File: src/rtl/sha256_ctrl.sv
// Sequencing controller for the SHA-256 datapath: block load, compression rounds, hash add, digest handshake.
// Optional double hashing is enabled with SHA256_CTRL_DOUBLE_HASH_EN (adds the ld_digest output).
module sha256_ctrl #(
    parameter int MAX_BLOCKS = 2,
    parameter int ROUNDS     = 64
) (
    input  logic       clk,
    input  logic       reset,
    input  logic       msg_valid,
    input  logic [1:0] msg_blocks,
    output logic       msg_ready,
    output logic       digest_valid,
    input  logic       digest_ready,
    output logic       ld_iv,
    output logic       ld_block,
    output logic [1:0] blk_sel,
    output logic       round_en,
    output logic [5:0] round_idx,
    output logic       sched_en,
    output logic       add_en,
    output logic       busy,
    output logic       len_err
`ifdef SHA256_CTRL_DOUBLE_HASH_EN
    ,
    output logic       ld_digest
`endif
);

    localparam logic [1:0] MAX_B    = 2'(MAX_BLOCKS);
    localparam logic [5:0] LAST_RND = 6'(ROUNDS - 1);

    typedef enum logic [2:0] {IDLE, LOAD, ROUND, ADD, DONE} state_t;

    state_t     state_q, state_d;
    logic [1:0] nblk_q, nblk_d;
    logic [1:0] blk_sel_q, blk_sel_d;
    logic [5:0] round_q, round_d;
    logic       len_err_q, len_err_d;
`ifdef SHA256_CTRL_DOUBLE_HASH_EN
    logic       pass_q, pass_d;
`endif

    always_ff @(posedge clk) begin
        if (reset) begin
            state_q   <= IDLE;
            nblk_q    <= 2'd1;
            blk_sel_q <= '0;
            round_q   <= '0;
            len_err_q <= 1'b0;
`ifdef SHA256_CTRL_DOUBLE_HASH_EN
            pass_q    <= 1'b0;
`endif
        end else begin
            state_q   <= state_d;
            nblk_q    <= nblk_d;
            blk_sel_q <= blk_sel_d;
            round_q   <= round_d;
            len_err_q <= len_err_d;
`ifdef SHA256_CTRL_DOUBLE_HASH_EN
            pass_q    <= pass_d;
`endif
        end
    end

    always_comb begin
        state_d   = state_q;
        nblk_d    = nblk_q;
        blk_sel_d = blk_sel_q;
        round_d   = round_q;
        len_err_d = 1'b0;
`ifdef SHA256_CTRL_DOUBLE_HASH_EN
        pass_d    = pass_q;
`endif
        case (state_q)
            IDLE: begin
                if (msg_valid) begin
                    state_d   = LOAD;
                    blk_sel_d = '0;
                    round_d   = '0;
`ifdef SHA256_CTRL_DOUBLE_HASH_EN
                    pass_d    = 1'b0;
`endif
                    // len_err is registered, so the clamp pulse is seen in the LOAD cycle after accept
                    if (msg_blocks == 2'd0) begin
                        nblk_d    = 2'd1;
                        len_err_d = 1'b1;
                    end else if (msg_blocks > MAX_B) begin
                        nblk_d    = MAX_B;
                        len_err_d = 1'b1;
                    end else begin
                        nblk_d    = msg_blocks;
                    end
                end
            end
            LOAD: begin
                state_d = ROUND;
                round_d = '0;
            end
            ROUND: begin
                if (round_q == LAST_RND) begin
                    state_d = ADD;
                end else begin
                    round_d = round_q + 6'd1;
                end
            end
            ADD: begin
                if ({1'b0, blk_sel_q} + 3'd1 < {1'b0, nblk_q}) begin
                    blk_sel_d = blk_sel_q + 2'd1;
                    state_d   = LOAD;
`ifdef SHA256_CTRL_DOUBLE_HASH_EN
                end else if (!pass_q) begin
                    pass_d    = 1'b1;
                    blk_sel_d = '0;
                    state_d   = LOAD;
`endif
                end else begin
                    state_d = DONE;
                end
            end
            DONE: begin
                if (digest_ready) begin
                    state_d = IDLE;
                end
            end
            default: state_d = IDLE;
        endcase
    end

    assign msg_ready    = (state_q == IDLE);
    assign busy         = (state_q != IDLE);
    assign ld_iv        = (state_q == LOAD) && (blk_sel_q == 2'd0);
`ifdef SHA256_CTRL_DOUBLE_HASH_EN
    assign ld_block     = (state_q == LOAD) && !pass_q;
    assign ld_digest    = (state_q == LOAD) && pass_q;
`else
    assign ld_block     = (state_q == LOAD);
`endif
    assign round_en     = (state_q == ROUND);
    assign sched_en     = (state_q == ROUND) && (round_q >= 6'd16);
    assign add_en       = (state_q == ADD);
    assign digest_valid = (state_q == DONE);
    assign blk_sel      = blk_sel_q;
    assign round_idx    = round_q;
    assign len_err      = len_err_q;

endmodule
File: config.mk
export PLATFORM = sky130hd
export DESIGN_NAME = sha256_ctrl
export DESIGN_NICKNAME = d
export VERILOG_FILES = /design/src/rtl/sha256_ctrl.sv
export SDC_FILE = /design/constraint.sdc
export NUM_CORES = 1
export LEC_CHECK = 0
export BUFFER_PORTS_ARGS = -buffer_cell sky130_fd_sc_hd__buf_2
export CAP_MARGIN = 20
export CORE_AREA = 8 8 49 51
export CTS_CLUSTER_DIAMETER = 120
export DETAILED_ROUTE_END_ITERATION = 12
export DIE_AREA = 0 0 57 59
export GPL_ROUTABILITY_DRIVEN = 0
export PLACE_DENSITY = 0.83
export SETUP_SLACK_MARGIN = 0.02
export SLEW_MARGIN = 25
export SYNTH_ARGS = -nofsm -noshare
export SYNTH_HDL_FRONTEND = slang
export SYNTH_SLANG_ARGS = --single-unit
export TNS_END_PERCENT = 5
File: constraint.sdc
create_clock -name clk -period 3.8 [get_ports clk]
set_input_delay 0.76 -clock clk [delete_from_list [all_inputs] [get_ports clk]]
set_output_delay 0.76 -clock clk [all_outputs]
set_load 0.01 [all_outputs]
==> impl_results.md, run 1 <==
* Worst Hold Class: reg2reg
* Clock root cell: clkbuf_4
* Clock Latency Late Sink at approximately 0.27 ns
* Chip width at approximately 57 um
* Reg power frac at just over 50%
* WL final at approximately 1.7 mm
* Clock sinks at 14
* Yosys top cell area share at roughly 34%
* Power Density at 356 mW/mm^2
* Slew @ Worst Pin at approximately 0.45 ns
* CP Class: reg2out
* Cell variety after synth at 40
* Internal at 227 uW
* WP data arrival at ~1.6 ns
* CP max stage cell: dfxtp_1
* Ranking of synthesized cells by area: dfxtp_1 (34%), ha_1 (7.7%), a21oi_1 (4.9%), nor3_1 (3.7%), nor2_1 (3.2%)
* Yosys warning count at 0
* Seq cells post-synth at 14
* Leakage at 0.447 nW
* Slowest Stage Delay on Critical Path at approximately 0.56 ns
* GRT Total Usage at between 10% and 20%
* Average wire per standard cell at around 14 um
* Synth Instances at about 90
* Routed Antenna Nets at 0
* Maximum VDD drop at about 0.00027 V
* Fmax at 419 MHz
* Final min period at approximately 2.4 ns
* Vias at between 700 and 800
* Final setup fails at 0
* Largest net degree at the start of global routing at 17
* Max-cap violations at 0
* Post-Syn Area at 813 um^2
* Required time of the critical path at between 3 and 4 ns
* Worst hold path stage count at 2
* Die Y-Extent at 59 um
* Switch share at 32.0%
* Net Switching at roughly 110 uW
* Setup crit end kind: output port
* Net count, final at about 130
* IO Port Bufs at 22
* Post-Layout Cell Count at roughly 130
* Via count of the first global-routing pass at just under 700
* PostCTS Resize Cnt at 0
* Layout cell share with drive strength beyond 1 at approximately a quarter
* Outcome: complete, no violations
* Worst-path clk slew at roughly 0.080 ns
* Final period util at 62.8%
* Syn_nets at ~100
* Initial DRC Count at 10
* DR DRC count at 0
* Yosys top cell by area: dfxtp_1
* RSZ-0062 raised after global routing: no
* DIE AREA at 0.00336 mm^2
* Hold Violations, Final at 0
* Core area at 0.00165 mm^2
* Rel. slew slack at about 70%
* Worst-case clock buffer depth at 2
* Cell Chain, Critical Path: or3b_1 -> inv_2 -> buf_2
* Antenna cells at 0
* First-pass GRT wire length at around 3 mm
* Hold-fix buffers, CTS at 0
* Placed cell count at ~130
* Filler Cell Count at 155
* Via/cell ratio at between 5 and 6
* CTS buffer count at 3
* H-tree levels at 1
* Crit Path Max Fanout at 12
* Initial core utilization at between 40% and 50%
* Startpoint Class: flip-flop
* Average cell area after synthesis at around 8.9 um^2
* Setup TNS at 0 ns
* Clock power share at approximately a quarter
* Initial antenna violation count at 0
* Area Growth Syn to Fin at 15.2%
* Pre-Repair DR Iteration Count at 4
* Seq/Total Area, Yosys at 34.5%
* Pins Over Slew Limit at 0
* Reg2reg path depth at 6
* Setup Skew at around 0.0013 ns
* Row count at 15
* GRT overflow at 0
* TritonCTS clock tree: yes
* DP HPWL at 1.35 mm
* Io pins at 23
* Setup Buffers After CTS at 0
* Power share of the combinational group at roughly a quarter
==> cell type report <==
cell class | instances | area (um^2) | area share (%)
well taps | 17 | 21.3 | 2.27
repair buffers | 22 | 110 | 11.7
multi-input cells | 65 | 477 | 50.9
flip-flops and latches | 14 | 280 | 29.9
clock buffers | 3 | 22.5 | 2.40
inverters | 7 | 26.3 | 2.80
==> Yosys cell counts <==
cell	instances
dfxtp_1	14
a2111oi_2	1
nor4b_1	1
nand4b_1	2
a41o_1	1
mux2i_1	2
a22oi_1	1
a211o_1	1
a311o_1	1
buf_2	3
o31ai_1	3
or3b_1	1
ha_1	5
and3_1	1
xnor2_1	1
o21bai_1	1
nand3b_1	1
and2_1	1
fa_1	1
nor3b_1	2
a211oi_2	1
buf_6	1
and4_1	2
nor2_1	7
nand2b_1	1
a211oi_1	1
nor3_2	1
a21oi_1	8
or3_1	1
and3b_1	1
clkbuf_1	1
a41oi_1	1
nor3_1	6
nor2b_1	1
nand2_1	3
a21o_1	1
inv_1	6
o21ai_0	1
nand3_1	2
inv_2	1
==> state kept, by name (all words and copies together) (netlist names) <==
signal	cells
state_q	3
nblk_q	2
len_err	1
round_idx	6
blk_sel	2
==> critical path, delay by kind of cell, from the launching register on <==
family                 cells  cell delay [ns]
buffers and inverters      2             0.28
AND/OR/NAND/NOR            1             0.51
flip-flops                 1             0.56
==> logic make-up after synthesis <==
logic type | synth area share [%]
fa+ha+maj | 10.2
flops | 34.5
xor+xnor | 1.08
compound gates | 20.0
buf+inv | 6.92
simple gates | 24.9
mux | 2.46
==> per-stage QoR <==
stage / hold slack (ns) / setup slack (ns) / util [%] / area, um^2 / total power, mW
5_1_grt: 0.514 / 1.35 / 56.7 / 937 / 0.349
3_5_place_dp: 0.478 / 1.73 / 55.4 / 915 / 0.254
3_3_place_gp: 0.464 / 1.77 / 55.4 / 915 / 0.251
6_report: 0.495 / 1.41 / 56.7 / 937 / 0.333
2_1_floorplan: 0.445 / 1.95 / - / 813 / 0.230
4_1_cts: 0.489 / 1.43 / 56.7 / 937 / 0.334
==> worst paths after layout <==
kind / start / to / slack (ns)
min: nblk_q[1] / nblk_q[1] / 0.50
min reg2reg: nblk_q[1] / nblk_q[1] / 0.50
max: state_q[1] / round_en / 1.41
max reg2reg: blk_sel[0] / blk_sel[1] / 1.97
==> power by group through the flow <==
stage          clock network, mW  logic [mW]  registers, mW
2_1_floorplan                  0      0.0670          0.163
3_3_place_gp                   0      0.0802          0.171
3_5_place_dp                   0      0.0817          0.172
4_1_cts                   0.0837      0.0819          0.169
5_1_grt                   0.0874      0.0915          0.170
6_report                  0.0831      0.0811          0.169
==> metal layers <==
| metal | global-route usage [%] | wire length [um] | vias to the layer above |
|---|---|---|---|
| met2 | 17.7 | 844 | 16 |
| met1 | 12.0 | 762 | 344 |
| met5 | 0 | 0 | - |
| li1 | - | - | 375 |
| met3 | 3.65 | 106 | 4 |
| met4 | 4.36 | 24 | 0 |
==> layout by cell type, fill, tap and decap left out, types with 2 or more instances in the layout <==
cell,n
a21oi_1,8
clkbuf_4,3
o31ai_1,3
nor2_1,7
nand4b_1,2
nand3_1,2
buf_2,22
and4_1,2
nor3_1,6
nand2_1,3
inv_1,6
ha_1,5
mux2i_1,2
nor3b_1,2
dfxtp_1,14
Note: power is estimated with default switching activity, not from simulation.
==> run 2, diff against run 1 <==
Settings changed: CORE_AREA 8 8 49 51 to 8 8 52 54, DIE_AREA 0 0 57 59 to 0 0 60 62, PLACE_DENSITY 0.83 to 0.77.
Clock period 3.8 ns to 1.9 ns, I/O delays scaled along.
==> run 2 against run 1 <==
Net effect:
- hold slack worse by 0.085 ns
- first-iteration DRC count shrank 30%
- register-to-register slack worse by 1.8 ns
==> impl_results.md, run 2 (synthesized netlist as in run 1, its figures left out) <==
* Outcome: complete, no violations (unchanged)
* Maximum VDD drop at 0.000328 V (was 0.000269 V)
* Fmax at approximately 560 MHz
* Setup Skew at 0.00176 ns (was 0.00135 ns)
* Crit Path Max Fanout at 9 (was 12)
* Hold Crit Endpoint: state_q[2] (was nblk_q[1])
* Reg2reg path depth at 6 (unchanged)
* IO Port Bufs at 22 (unchanged)
* Worst-case clock buffer depth at 2 (unchanged)
* Clock sinks at 14 (unchanged)
* Pre-Repair DR Iteration Count at 4 (unchanged)
* Clock Latency Late Sink at 0.28 ns (was 0.27 ns)
* DIE AREA at 0.00372 mm^2 (was 0.00336 mm^2)
* DP HPWL at 1.41 mm (was 1.35 mm)
* Via count of the first global-routing pass at 678 (unchanged)
* Chip width at 60 um (was 57 um)
* Initial core utilization at 42.8% (was 49.2%)
* Initial antenna violation count at 0 (unchanged)
* Number of flip-flops under the largest register name at 6 (unchanged)
* Hold Violations, Final at 0 (unchanged)
* WL final at 1.82 mm (was 1.74 mm)
* Pins Over Slew Limit at 0 (unchanged)
* Layout cell share with drive strength beyond 1 at 29.8% (was 26.1%)
* FF-to-FF setup slack at 0.15 ns (was 1.97 ns)
* Largest net degree at the start of global routing at 17 (unchanged)
* Worst hold path stage count at 4 (was 2)
* RSZ-0062 raised after global routing: no (unchanged)
* Worst Hold Class: in2reg (was reg2reg)
* Antenna cells at 0 (unchanged)
* Vias at 734 (was 739)
* First-pass GRT wire length at 2.99 mm (was 2.95 mm)
* Via/cell ratio at 5.21 (was 5.77)
* Required time of the critical path at 1.52 ns (was 3.04 ns)
* Row count at 16 (was 15)
* Hold_sp: digest_ready (was nblk_q[1])
* GRT overflow at 0 (unchanged)
* TritonCTS clock tree: yes (unchanged)
* Multi-input logic area at 479 um^2 (was 477 um^2)
* Setup crit end kind: output port (unchanged)
* Filler Cell Count at 191 (was 155)
* Die Y-Extent at 62 um (was 59 um)
* Startpoint Class: flip-flop (unchanged)
* CP Class: reg2out (unchanged)
* Net count, final at 127 (was 125)
* Rel. slew slack at 69.2% (was 69.6%)
* FF-to-FF End: blk_sel[1] (unchanged)
* Average wire per standard cell at 12.9 um (was 13.6 um)
* Register Area at 282 um^2 (was 280 um^2)
* Power Density at 747 mW/mm^2 (was 356 mW/mm^2)
* Core area at 0.00190 mm^2 (was 0.00165 mm^2)
* CTS buffer count at 3 (unchanged)
* Final min period at 1.80 ns
* H-tree levels at 1 (unchanged)
* Setup TNS at 0 ns (unchanged)
* Area Growth Syn to Fin at 20.8% (was 15.2%)
* DR DRC count at 0 (unchanged)
* Io pins at 23 (unchanged)
* Leading cell type in the layout, fill and taps excluded: buf_2 (unchanged)
* Max-cap violations at 0 (unchanged)
* Final setup fails at 0 (unchanged)
* WP data arrival at 1.42 ns (was 1.63 ns)
* Hold-fix buffers, CTS at 0 (unchanged)
* Routed Antenna Nets at 0 (unchanged)
* Clock root cell: clkbuf_4 (unchanged)
* GRT Total Usage at 10.8% (was 10.6%)
* Slew @ Worst Pin at 0.458 ns (was 0.452 ns)
* Initial DRC Count at 7 (was 10)
* WHS at 0.410 ns (was 0.495 ns)
* RR Startpoint: blk_sel[0] (unchanged)
* Final period util at 94.7%
* Worst-path clk slew at 0.09 ns (was 0.08 ns)
* Commonest cells after routing, fill and taps aside: buf_2 (22), dfxtp_1 (13), a21oi_1 (8) (was buf_2 (22), dfxtp_1 (14), a21oi_1 (8))
* Leakage at 0.468 nW (was 0.447 nW)
[run 2: area by class of cell]
type                       count  share of cell area [%]
tap                           27                    3.44
multi-input combinational     65                    48.8
clock buffer                   4                    3.69
sequential                    14                    28.7
timing repair buffer          24                    12.7
inverter                       7                    2.68
[run 2: how the worst max path moves through the flow]
stage | start | end | slack (ns) | depth (start not counted)
after floorplan | blk_sel[0] | blk_sel[1] | 0.16 | 6
after global placement | blk_sel[0] | blk_sel[1] | 0.20 | 6
after detailed placement | blk_sel[0] | blk_sel[1] | 0.10 | 6
after CTS | blk_sel[0] | blk_sel[1] | 0.09 | 6
after global routing | state_q[2] | round_en | 0.04 | 3
final | state_q[2] | round_en | 0.10 | 3
[run 2: where the power goes]
part	total [mW]	switching [mW]	leakage (nW)	internal [mW]
clock	0.218	0.101	0.0210	0.117
sequential	0.322	0.0127	0.114	0.309
combinational	0.195	0.112	0.332	0.0828
[run 2: repair_timing]
action / CTS / global route
setup endpoints to repair: 1 / 1
buffers inserted: 0 / 0
gates resized for setup: 1 / 1
[run 2: critical path: stages (launching register included)]
cell and delay (ns):
dfxtp_1 0.41, or3b_4 0.46, inv_2 0.13, buf_2 0.14
[run 2: layer usage]
layer | vias up | GRT usage (%) | wire length (um)
li1 | 378 | - | -
met4 | 0 | 8.16 | 55
met5 | - | 0 | 0
met3 | 4 | 1.85 | 74
met2 | 15 | 17.7 | 921
met1 | 337 | 12.3 | 768
[run 2: stage by stage]
step	power (mW)	std cells	setup slack [ns]	utilization [%]	area, um^2
finish	0.734	141	0.102	51.6	982
global route	0.785	141	0.0378	51.6	982
CTS	0.739	141	0.0855	51.6	981
detailed placement	0.519	137	0.103	49.5	942
global placement	0.513	137	0.199	49.5	942
floorplan	0.461	91	0.165	-	813
